<file path="config.mk">
export PLATFORM = sky130hd
export DESIGN_NAME = viterbi_codec_flat
export DESIGN_NICKNAME = d
export VERILOG_FILES = /design/src/rtl/viterbi_pkg.sv /design/src/rtl/viterbi_codec_if.sv /design/src/rtl/conv_encoder_k3.sv /design/src/rtl/viterbi_acs_unit.sv /design/src/rtl/viterbi_codec.sv /design/src/flat_wrapper.sv
export SDC_FILE = /design/constraint.sdc
export NUM_CORES = 1
export LEC_CHECK = 0
export BUFFER_PORTS_ARGS = -buffer_cell sky130_fd_sc_hd__buf_2
export CORE_UTILIZATION = 60
export CTS_CLUSTER_DIAMETER = 80
export DETAILED_ROUTE_END_ITERATION = 10
export PLACE_DENSITY = 0.74
export SETUP_SLACK_MARGIN = 0.05
export SYNTH_ARGS = -nofsm -noshare
export SYNTH_HDL_FRONTEND = slang
export SYNTH_SLANG_ARGS = --single-unit
</file>
<file path="constraint.sdc">
create_clock -name clk -period 8 [get_ports clk]
set_input_delay 0.4 -clock clk [delete_from_list [all_inputs] [get_ports clk]]
set_output_delay 0.4 -clock clk [all_outputs]
set_load 0.02 [all_outputs]
</file>
<file path="src/rtl/viterbi_pkg.sv">
// +-- viterbi_pkg : shared types and trellis helpers for the K=3 rate-1/2 codec --+
// +-- rev 1.0                                                                    --+
`default_nettype none

package viterbi_pkg;

    localparam int DEF_METRIC_W = 8;
    localparam int RESET_METRIC = 16;

    typedef logic [1:0]              state_t;
    typedef logic [DEF_METRIC_W-1:0] metric_t;

    // Generators 7 and 5 octal, state = {b[n-1], b[n-2]}
    function automatic logic [1:0] exp_sym(input state_t s, input logic d);
        return {d ^ s[1] ^ s[0], d ^ s[0]};
    endfunction

    function automatic logic [1:0] branch_metric(input logic [1:0] rx, input logic [1:0] expct);
        logic [1:0] x;
        x = rx ^ expct;
        return {1'b0, x[1]} + {1'b0, x[0]};
    endfunction

endpackage

`default_nettype wire

</file>
<file path="src/rtl/viterbi_codec_if.sv">
// +-- viterbi_codec_if : encoder and decoder stream signals of the codec --+
// +-- rev 1.0                                                              --+
`default_nettype none

interface viterbi_codec_if;

    logic       enc_enable_i;
    logic       enc_d_i;
    logic       enc_valid_o;
    logic [1:0] enc_d_o;
    logic       dec_enable_i;
    logic [1:0] dec_d_i;
    logic       dec_valid_o;
    logic       dec_d_o;

    modport master (
        output enc_enable_i, enc_d_i, dec_enable_i, dec_d_i,
        input  enc_valid_o, enc_d_o, dec_valid_o, dec_d_o
    );

    modport slave (
        input  enc_enable_i, enc_d_i, dec_enable_i, dec_d_i,
        output enc_valid_o, enc_d_o, dec_valid_o, dec_d_o
    );

endinterface

`default_nettype wire

</file>
<file path="src/rtl/conv_encoder_k3.sv">
// +-- conv_encoder_k3 : rate-1/2 constraint-length-3 convolutional encoder --+
// +-- rev 1.0                                                                --+
`default_nettype none

module conv_encoder_k3
    import viterbi_pkg::*;
(
    input  logic       clk,
    input  logic       rst,
    input  logic       enable_i,
    input  logic       d_i,
    output logic       valid_o,
    output logic [1:0] sym_o
);

    state_t     state_q, state_d;
    logic [1:0] sym_q, sym_d;
    logic       valid_q;

    always_comb begin
        state_d = state_q;
        sym_d   = sym_q;
        if (enable_i) begin
            sym_d   = exp_sym(state_q, d_i);
            state_d = {d_i, state_q[1]};
        end
    end

    always_ff @(posedge clk) begin
        if (rst) begin
            state_q <= 2'b00;
            sym_q   <= 2'b00;
            valid_q <= 1'b0;
        end else begin
            state_q <= state_d;
            sym_q   <= sym_d;
            valid_q <= enable_i;
        end
    end

    assign valid_o = valid_q;
    assign sym_o   = sym_q;

endmodule

`default_nettype wire

</file>
<file path="src/rtl/viterbi_acs_unit.sv">
// +-- viterbi_acs_unit : add-compare-select for one new trellis state --+
// +-- rev 1.0                                                           --+
`default_nettype none

module viterbi_acs_unit
    import viterbi_pkg::*;
#(
    parameter state_t NEW_STATE = 2'd0,
    parameter int     TB_DEPTH  = 16,
    parameter int     METRIC_W  = 8
) (
    input  logic [1:0]          sym_i,
    input  logic [METRIC_W-1:0] metric0_i,
    input  logic [METRIC_W-1:0] metric1_i,
    input  logic [TB_DEPTH-1:0] surv0_i,
    input  logic [TB_DEPTH-1:0] surv1_i,
    output logic [METRIC_W-1:0] metric_o,
    output logic [TB_DEPTH-1:0] surv_o
);

    localparam int     C_SUM_W = METRIC_W + 1;
    localparam logic   C_D     = NEW_STATE[1];
    localparam state_t C_PRED0 = {NEW_STATE[0], 1'b0};
    localparam state_t C_PRED1 = {NEW_STATE[0], 1'b1};

    logic [C_SUM_W-1:0]  w_cand0, w_cand1;
    logic                w_take1;
    logic [TB_DEPTH-1:0] w_surv_sel;

    assign w_cand0 = {1'b0, metric0_i} + C_SUM_W'(branch_metric(sym_i, exp_sym(C_PRED0, C_D)));
    assign w_cand1 = {1'b0, metric1_i} + C_SUM_W'(branch_metric(sym_i, exp_sym(C_PRED1, C_D)));

    // Strict compare so a tie keeps the s0=0 predecessor
    assign w_take1    = (w_cand1 < w_cand0);
    assign metric_o   = w_take1 ? w_cand1[METRIC_W-1:0] : w_cand0[METRIC_W-1:0];
    assign w_surv_sel = w_take1 ? surv1_i : surv0_i;
    assign surv_o     = (w_surv_sel << 1) | TB_DEPTH'(C_D);

endmodule

`default_nettype wire

</file>
<file path="src/rtl/viterbi_codec.sv">
// +-- viterbi_codec : K=3 rate-1/2 encoder plus hard-decision Viterbi decoder --+
// +-- rev 1.0                                                                   --+
`default_nettype none

module viterbi_codec
    import viterbi_pkg::*;
#(
    parameter int TB_DEPTH = 16,
    parameter int METRIC_W = DEF_METRIC_W
) (
    input  logic            clk,
    input  logic            rst,
    viterbi_codec_if.slave  bus
);

    localparam int                  C_CNT_W   = $clog2(TB_DEPTH + 1);
    localparam logic [C_CNT_W-1:0]  C_CNT_MAX = C_CNT_W'(TB_DEPTH);
    localparam logic [METRIC_W-1:0] C_RST_M   = METRIC_W'(RESET_METRIC);

    logic [METRIC_W-1:0] metric_q [4];
    logic [METRIC_W-1:0] metric_d [4];
    logic [TB_DEPTH-1:0] surv_q   [4];
    logic [METRIC_W-1:0] w_acs_metric [4];
    logic [TB_DEPTH-1:0] w_acs_surv   [4];
    logic [C_CNT_W-1:0]  cnt_q;
    logic                dec_d_q, dec_valid_q;
    logic                w_all_msb;
    state_t              w_best;

    conv_encoder_k3 u_enc (
        .clk      (clk),
        .rst      (rst),
        .enable_i (bus.enc_enable_i),
        .d_i      (bus.enc_d_i),
        .valid_o  (bus.enc_valid_o),
        .sym_o    (bus.enc_d_o)
    );

    // New state {d, s1} is reached from {s1, 0} and {s1, 1}
    for (genvar g = 0; g < 4; g++) begin : g_acs
        localparam int P0 = (g % 2) * 2;
        viterbi_acs_unit #(
            .NEW_STATE (state_t'(g)),
            .TB_DEPTH  (TB_DEPTH),
            .METRIC_W  (METRIC_W)
        ) u_acs (
            .sym_i     (bus.dec_d_i),
            .metric0_i (metric_q[P0]),
            .metric1_i (metric_q[P0 + 1]),
            .surv0_i   (surv_q[P0]),
            .surv1_i   (surv_q[P0 + 1]),
            .metric_o  (w_acs_metric[g]),
            .surv_o    (w_acs_surv[g])
        );
    end

    always_comb begin
        w_all_msb = 1'b1;
        for (int i = 0; i < 4; i++) w_all_msb &= w_acs_metric[i][METRIC_W-1];
        for (int i = 0; i < 4; i++) begin
            metric_d[i] = w_acs_metric[i];
            if (w_all_msb) metric_d[i][METRIC_W-1] = 1'b0;
        end
    end

    // Pre-update minimum; lowest index wins ties
    always_comb begin
        w_best = 2'd0;
        for (int i = 1; i < 4; i++) begin
            if (metric_q[i] < metric_q[w_best]) w_best = state_t'(i);
        end
    end

    always_ff @(posedge clk) begin
        if (rst) begin
            metric_q[0] <= '0;
            metric_q[1] <= C_RST_M;
            metric_q[2] <= C_RST_M;
            metric_q[3] <= C_RST_M;
            for (int i = 0; i < 4; i++) surv_q[i] <= '0;
            cnt_q       <= '0;
            dec_d_q     <= 1'b0;
            dec_valid_q <= 1'b0;
        end else if (bus.dec_enable_i) begin
            metric_q    <= metric_d;
            surv_q      <= w_acs_surv;
            dec_d_q     <= surv_q[w_best][TB_DEPTH-1];
            dec_valid_q <= (cnt_q == C_CNT_MAX);
            if (cnt_q != C_CNT_MAX) cnt_q <= cnt_q + C_CNT_W'(1);
        end else begin
            dec_valid_q <= 1'b0;
        end
    end

    assign bus.dec_d_o     = dec_d_q;
    assign bus.dec_valid_o = dec_valid_q;

endmodule

`default_nettype wire

</file>
<file path="src/flat_wrapper.sv">
// flat-port wrapper written by rule: the top's interface ports become plain ports
module viterbi_codec_flat import viterbi_pkg::*;
#(
    parameter int TB_DEPTH = 16,
    parameter int METRIC_W = DEF_METRIC_W
)
  (clk, rst, bus_enc_enable_i, bus_enc_d_i, bus_dec_enable_i, bus_dec_d_i, bus_enc_valid_o, bus_enc_d_o, bus_dec_valid_o, bus_dec_d_o);
  viterbi_codec_if bus_i ();
  input  logic clk;
  input  logic rst;
  input wire logic [$bits(bus_i.enc_enable_i)-1:0] bus_enc_enable_i;
  input wire logic [$bits(bus_i.enc_d_i)-1:0] bus_enc_d_i;
  input wire logic [$bits(bus_i.dec_enable_i)-1:0] bus_dec_enable_i;
  input wire logic [$bits(bus_i.dec_d_i)-1:0] bus_dec_d_i;
  output wire logic [$bits(bus_i.enc_valid_o)-1:0] bus_enc_valid_o;
  output wire logic [$bits(bus_i.enc_d_o)-1:0] bus_enc_d_o;
  output wire logic [$bits(bus_i.dec_valid_o)-1:0] bus_dec_valid_o;
  output wire logic [$bits(bus_i.dec_d_o)-1:0] bus_dec_d_o;
  assign bus_i.enc_enable_i = bus_enc_enable_i;
  assign bus_i.enc_d_i = bus_enc_d_i;
  assign bus_i.dec_enable_i = bus_dec_enable_i;
  assign bus_i.dec_d_i = bus_dec_d_i;
  assign bus_enc_valid_o = bus_i.enc_valid_o;
  assign bus_enc_d_o = bus_i.enc_d_o;
  assign bus_dec_valid_o = bus_i.dec_valid_o;
  assign bus_dec_d_o = bus_i.dec_d_o;
  viterbi_codec #(.TB_DEPTH(TB_DEPTH), .METRIC_W(METRIC_W)) u_core (.clk(clk), .rst(rst), .bus(bus_i));
endmodule
</file>
==> summary.txt <==
Global routing
  • Overall overflow remaining after global route: 0
  • Antenna violations before repair: 0
  • Overall Global Routing Usage: 27.36%
  • Via count of the first global-routing pass: roughly 5600
  • Wire length of the first global-routing pass: about 27000 um
  • Maximum number of pins on one net before global-route repair: about 110

Route
  • DRC marker count from the first detailed-route iteration: between 300 and 400
  • Vias per cell: a little over 6
  • Drt wl/cell: ~17 um
  • DR vias: between 5000 and 6000
  • DRT Pass-1 Iters: 5
  • DRC violation count after routing: 0
  • Post-Route WL: 15830 um
  • Antenna Violating Nets Remaining: 0

Power
  • Power density over the cells: 381.9 mW/mm^2
  • Peak supply drop: 0.2124 mV
  • Static power due to leakage: 0.003200 uW

Floorplanning
  • Std cell rows: 39
  • Die area: 0.01234 mm^2
  • Core region area: 0.01152 mm^2
  • Die width: about 110 um
  • Initial core utilization: 61.99%
  • Die Y-Extent: 111.1 um
  • Ports: 12

Min path
  • Destination of the worst hold path: u_core.u_enc.state_q[1]
  • Class of the worst hold path: input port to register
  • Min-delay src: bus_enc_d_i
  • Cell count of the worst hold path: 3

Placement
  • Placed Cells incl. Taps: ~920
  • Post-DP HPWL: 11270 um
  • Port Buf Inserts: 11
  • Placement Setup Slack: 2.441 ns
  • Final GP Congestion: between 0.9 and 1

Timing
  • Setup skew after layout: 0.009576 ns
  • Final setup violation count: 0
  • Fin crit period: roughly 5.6 ns
  • Count of final max-slew check failures: 0
  • Final number of hold-violating endpoints: 0
  • Unrepaired setup endpoints after global routing: false
  • Summed negative setup slack over all endpoints: 0 ns
  • Maximum clock frequency: 0.1771 GHz
  • Transition at the pin with the smallest max-transition slack: 1.073 ns
  • Relative slew slack: ~28%
  • Hold_ws: 0.3312 ns
  • Final period util: 70.59%
  • Crit path setup slack, layout: 2.353 ns

Worst setup path
  • R2R Path Start: u_core.metric_q[26]
  • Cell at the slowest stage of the critical path: o31ai_2
  • Crit path cell chain: inv_1 -> ha_1 -> o21a_1 -> nor2_1 -> o31ai_2 -> mux2i_1 -> ha_1 -> and4_1 -> a21oi_1 -> nand2b_1 -> or4_1 -> o21ai_2 -> nor2_1 -> a21oi_1 -> ha_1 -> and3_1 -> and2_1 -> a221oi_1 -> o21ai_2 -> mux2i_1 -> a211oi_1
  • R2r worst-path depth: 21
  • Worst setup EP type: register
  • Kind of launch point of the worst setup path: register
  • Critical path class: register to register
  • WP data required: 8.27 ns
  • Arrival time at the worst endpoint: 5.91 ns
  • Worst reg-to-reg setup slack: 2.35 ns
  • Delay contributed by the slowest stage of the critical path: a little over 0.8 ns
  • Critical Path Most Common Cell: ha_1
  • Largest driver fanout on the critical path: 15
  • Worst R2R End: u_core.bus.dec_d_o

Logic synthesis
  • Async S/R FF share, synth: 0%
  • Count of state elements after synthesis: 103
  • Yosys warnings: 0
  • Most frequently used flop master after synthesis: dfxtp_1
  • Number of nets in the synthesized netlist: 907
  • Post-synth top area share: 28.88%
  • Largest cells by area after synthesis: dfxtp_1, mux2i_1, ha_1, a211oi_1, nor2_1
  • Mux share of post-synthesis cell area: 13.62%
  • Largest family of logic cells by synthesized area: compound AO/OA/AOI/OAI gates
  • Mapped Cells: 821
  • Proportion of synthesized chip area in sequential cells: 28.88%
  • Compound-Gate Fraction of Synth Area: about 16%
  • Xor/xnor share of the synthesized area: 6.379%
  • Post-synthesis simple-gate area fraction: 15.05%
  • Post-synth EDFFs: 0
  • Cell area after technology mapping: 0.007139 mm^2
  • Adder-cell share of the synthesized area: 14.69%
  • Library cells used by synthesis: 51
  • Average cell area after synthesis: 8.696 um^2
  • Cell type with the highest aggregate area in the netlist: dfxtp_1

Clock network
  • H-tree depth: 3
  • Gates resized, CTS repair: 0
  • Clock insertion delay at the later pin of the skew report: 0.36 ns
  • Clock tree buffer depth: 2
  • Clock-pin transition on the worst setup and hold timing paths: 0.07 ns
  • CTS Sinks: 103
  • Number of buffers added by the clock tree synthesis step: 9
  • Clock root buffer: clkbuf_16
  • Count of hold buffers inserted by post-cts repair: 0
  • # Post-CTS Setup Buffers: 0
  • TritonCTS clock tree: done

Finish
  • Antenna fix cells: 0
  • Count of nets after finishing: 876
  • Most common cell after layout, fill and taps aside: nor2_1
  • Commonest cells after routing, fill and taps aside: nor2_1, dfxtp_1, mux2i_1
  • Syn-to-layout area delta: 4.557%
  • Proportion of layout cells with a drive suffix above 1: 5.912%
  • Final instance count without filler cells: 938

Run
  • Max-capacitance violation count: 0

Run status
  • Run status: complete, no violations
## per-stage QoR
step	cell area (um^2)	power, uW	util [%]
2_1_floorplan	7139	2114	-
3_3_place_gp	7183	2369	62.38
3_5_place_dp	7183	2422	62.38
4_1_cts	7465	2858	64.82
5_1_grt	7465	3074	64.82
6_report	7465	2851	64.82
## layout make-up
cell class                      instances  area [um^2]
Inverter                               32        120.1
Fill cell                             963         4051
Clock buffer                           11        242.7
Sequential cell                       103         2062
Timing Repair Buffer                   13        75.07
Multi-Input combinational cell        631         4747
Tap cell                              143        178.9
Clock inverter                          5        38.79
## worst max-delay path: cells and delay by family, from the launching register on
| family | cells | cell delay, ns |
|---|---|---|
| and+or+nand+nor | 7 | 1.21 |
| adders and majority gates | 3 | 0.84 |
| DFF | 1 | 0.55 |
| buffers and inverters | 1 | 0.15 |
| AOI/OAI and AO/OA | 8 | 2.35 |
| muxes | 2 | 0.46 |
## logic make-up after synthesis
| group | after synthesis |
|---|---|
| simple gates | 240 |
| xor+xnor | 52 |
| buf+inv | 87 |
| compound gates | 164 |
| flops | 103 |
| mux | 96 |
| fa+ha+maj | 79 |
## registers in the layout (all words and copies together), names as in the netlist
register,count
u_core.surv_q,59
u_core.metric_q,32
u_core.cnt_q,5
u_core.u_enc.state_q,2
u_core.u_enc.sym_o,2
u_core.bus.dec_d_o,1
u_core.bus.dec_valid_o,1
u_core.u_enc.valid_o,1
## routing by layer
metal	GRT usage [%]	part of all wire (%)	vias to the layer above
met5	0	0	-
met4	9.189	2.1	0
met3	4.921	3.0	25
met2	45.95	49	85
met1	35.39	46	2699
li1	-	-	2862
## cells in the mapped netlist (5+ instances only)
master / n
a211oi_1: 67
a21o_1: 19
a21oi_1: 36
and2_1: 6
and3_1: 5
buf_2: 6
clkbuf_1: 41
dfxtp_1: 103
fa_1: 8
ha_1: 71
inv_1: 32
mux2_2: 5
mux2i_1: 90
nand2_1: 45
nand2b_1: 7
nand3_1: 16
nand4_1: 18
nor2_1: 122
nor3_1: 5
o211ai_1: 5
o21a_1: 6
o21ai_0: 5
xnor2_1: 34
xor2_1: 18
## power breakdown
part | switching [uW] | internal [uW] | total, uW
combinational | 920 | 777 | 1700
sequential | 129 | 596 | 725
clock | 205 | 223 | 428
total | 1250 | 1600 | 2850
## worst max-delay path by stage
| stage | slack, ns | startpoint | cells past startpoint | to |
|---|---|---|---|---|
| global route | 1.94 | u_core.metric_q[26] | 21 | u_core.bus.dec_d_o |
| detailed placement | 2.44 | u_core.metric_q[26] | 21 | u_core.bus.dec_d_o |
| floorplan | 3.19 | u_core.metric_q[29] | 23 | u_core.bus.dec_d_o |
| finish | 2.35 | u_core.metric_q[26] | 21 | u_core.bus.dec_d_o |
| CTS | 2.41 | u_core.metric_q[26] | 21 | u_core.bus.dec_d_o |
| global placement | 2.66 | u_core.metric_q[26] | 21 | u_core.bus.dec_d_o |
Note: power is estimated with default switching activity, not from simulation.
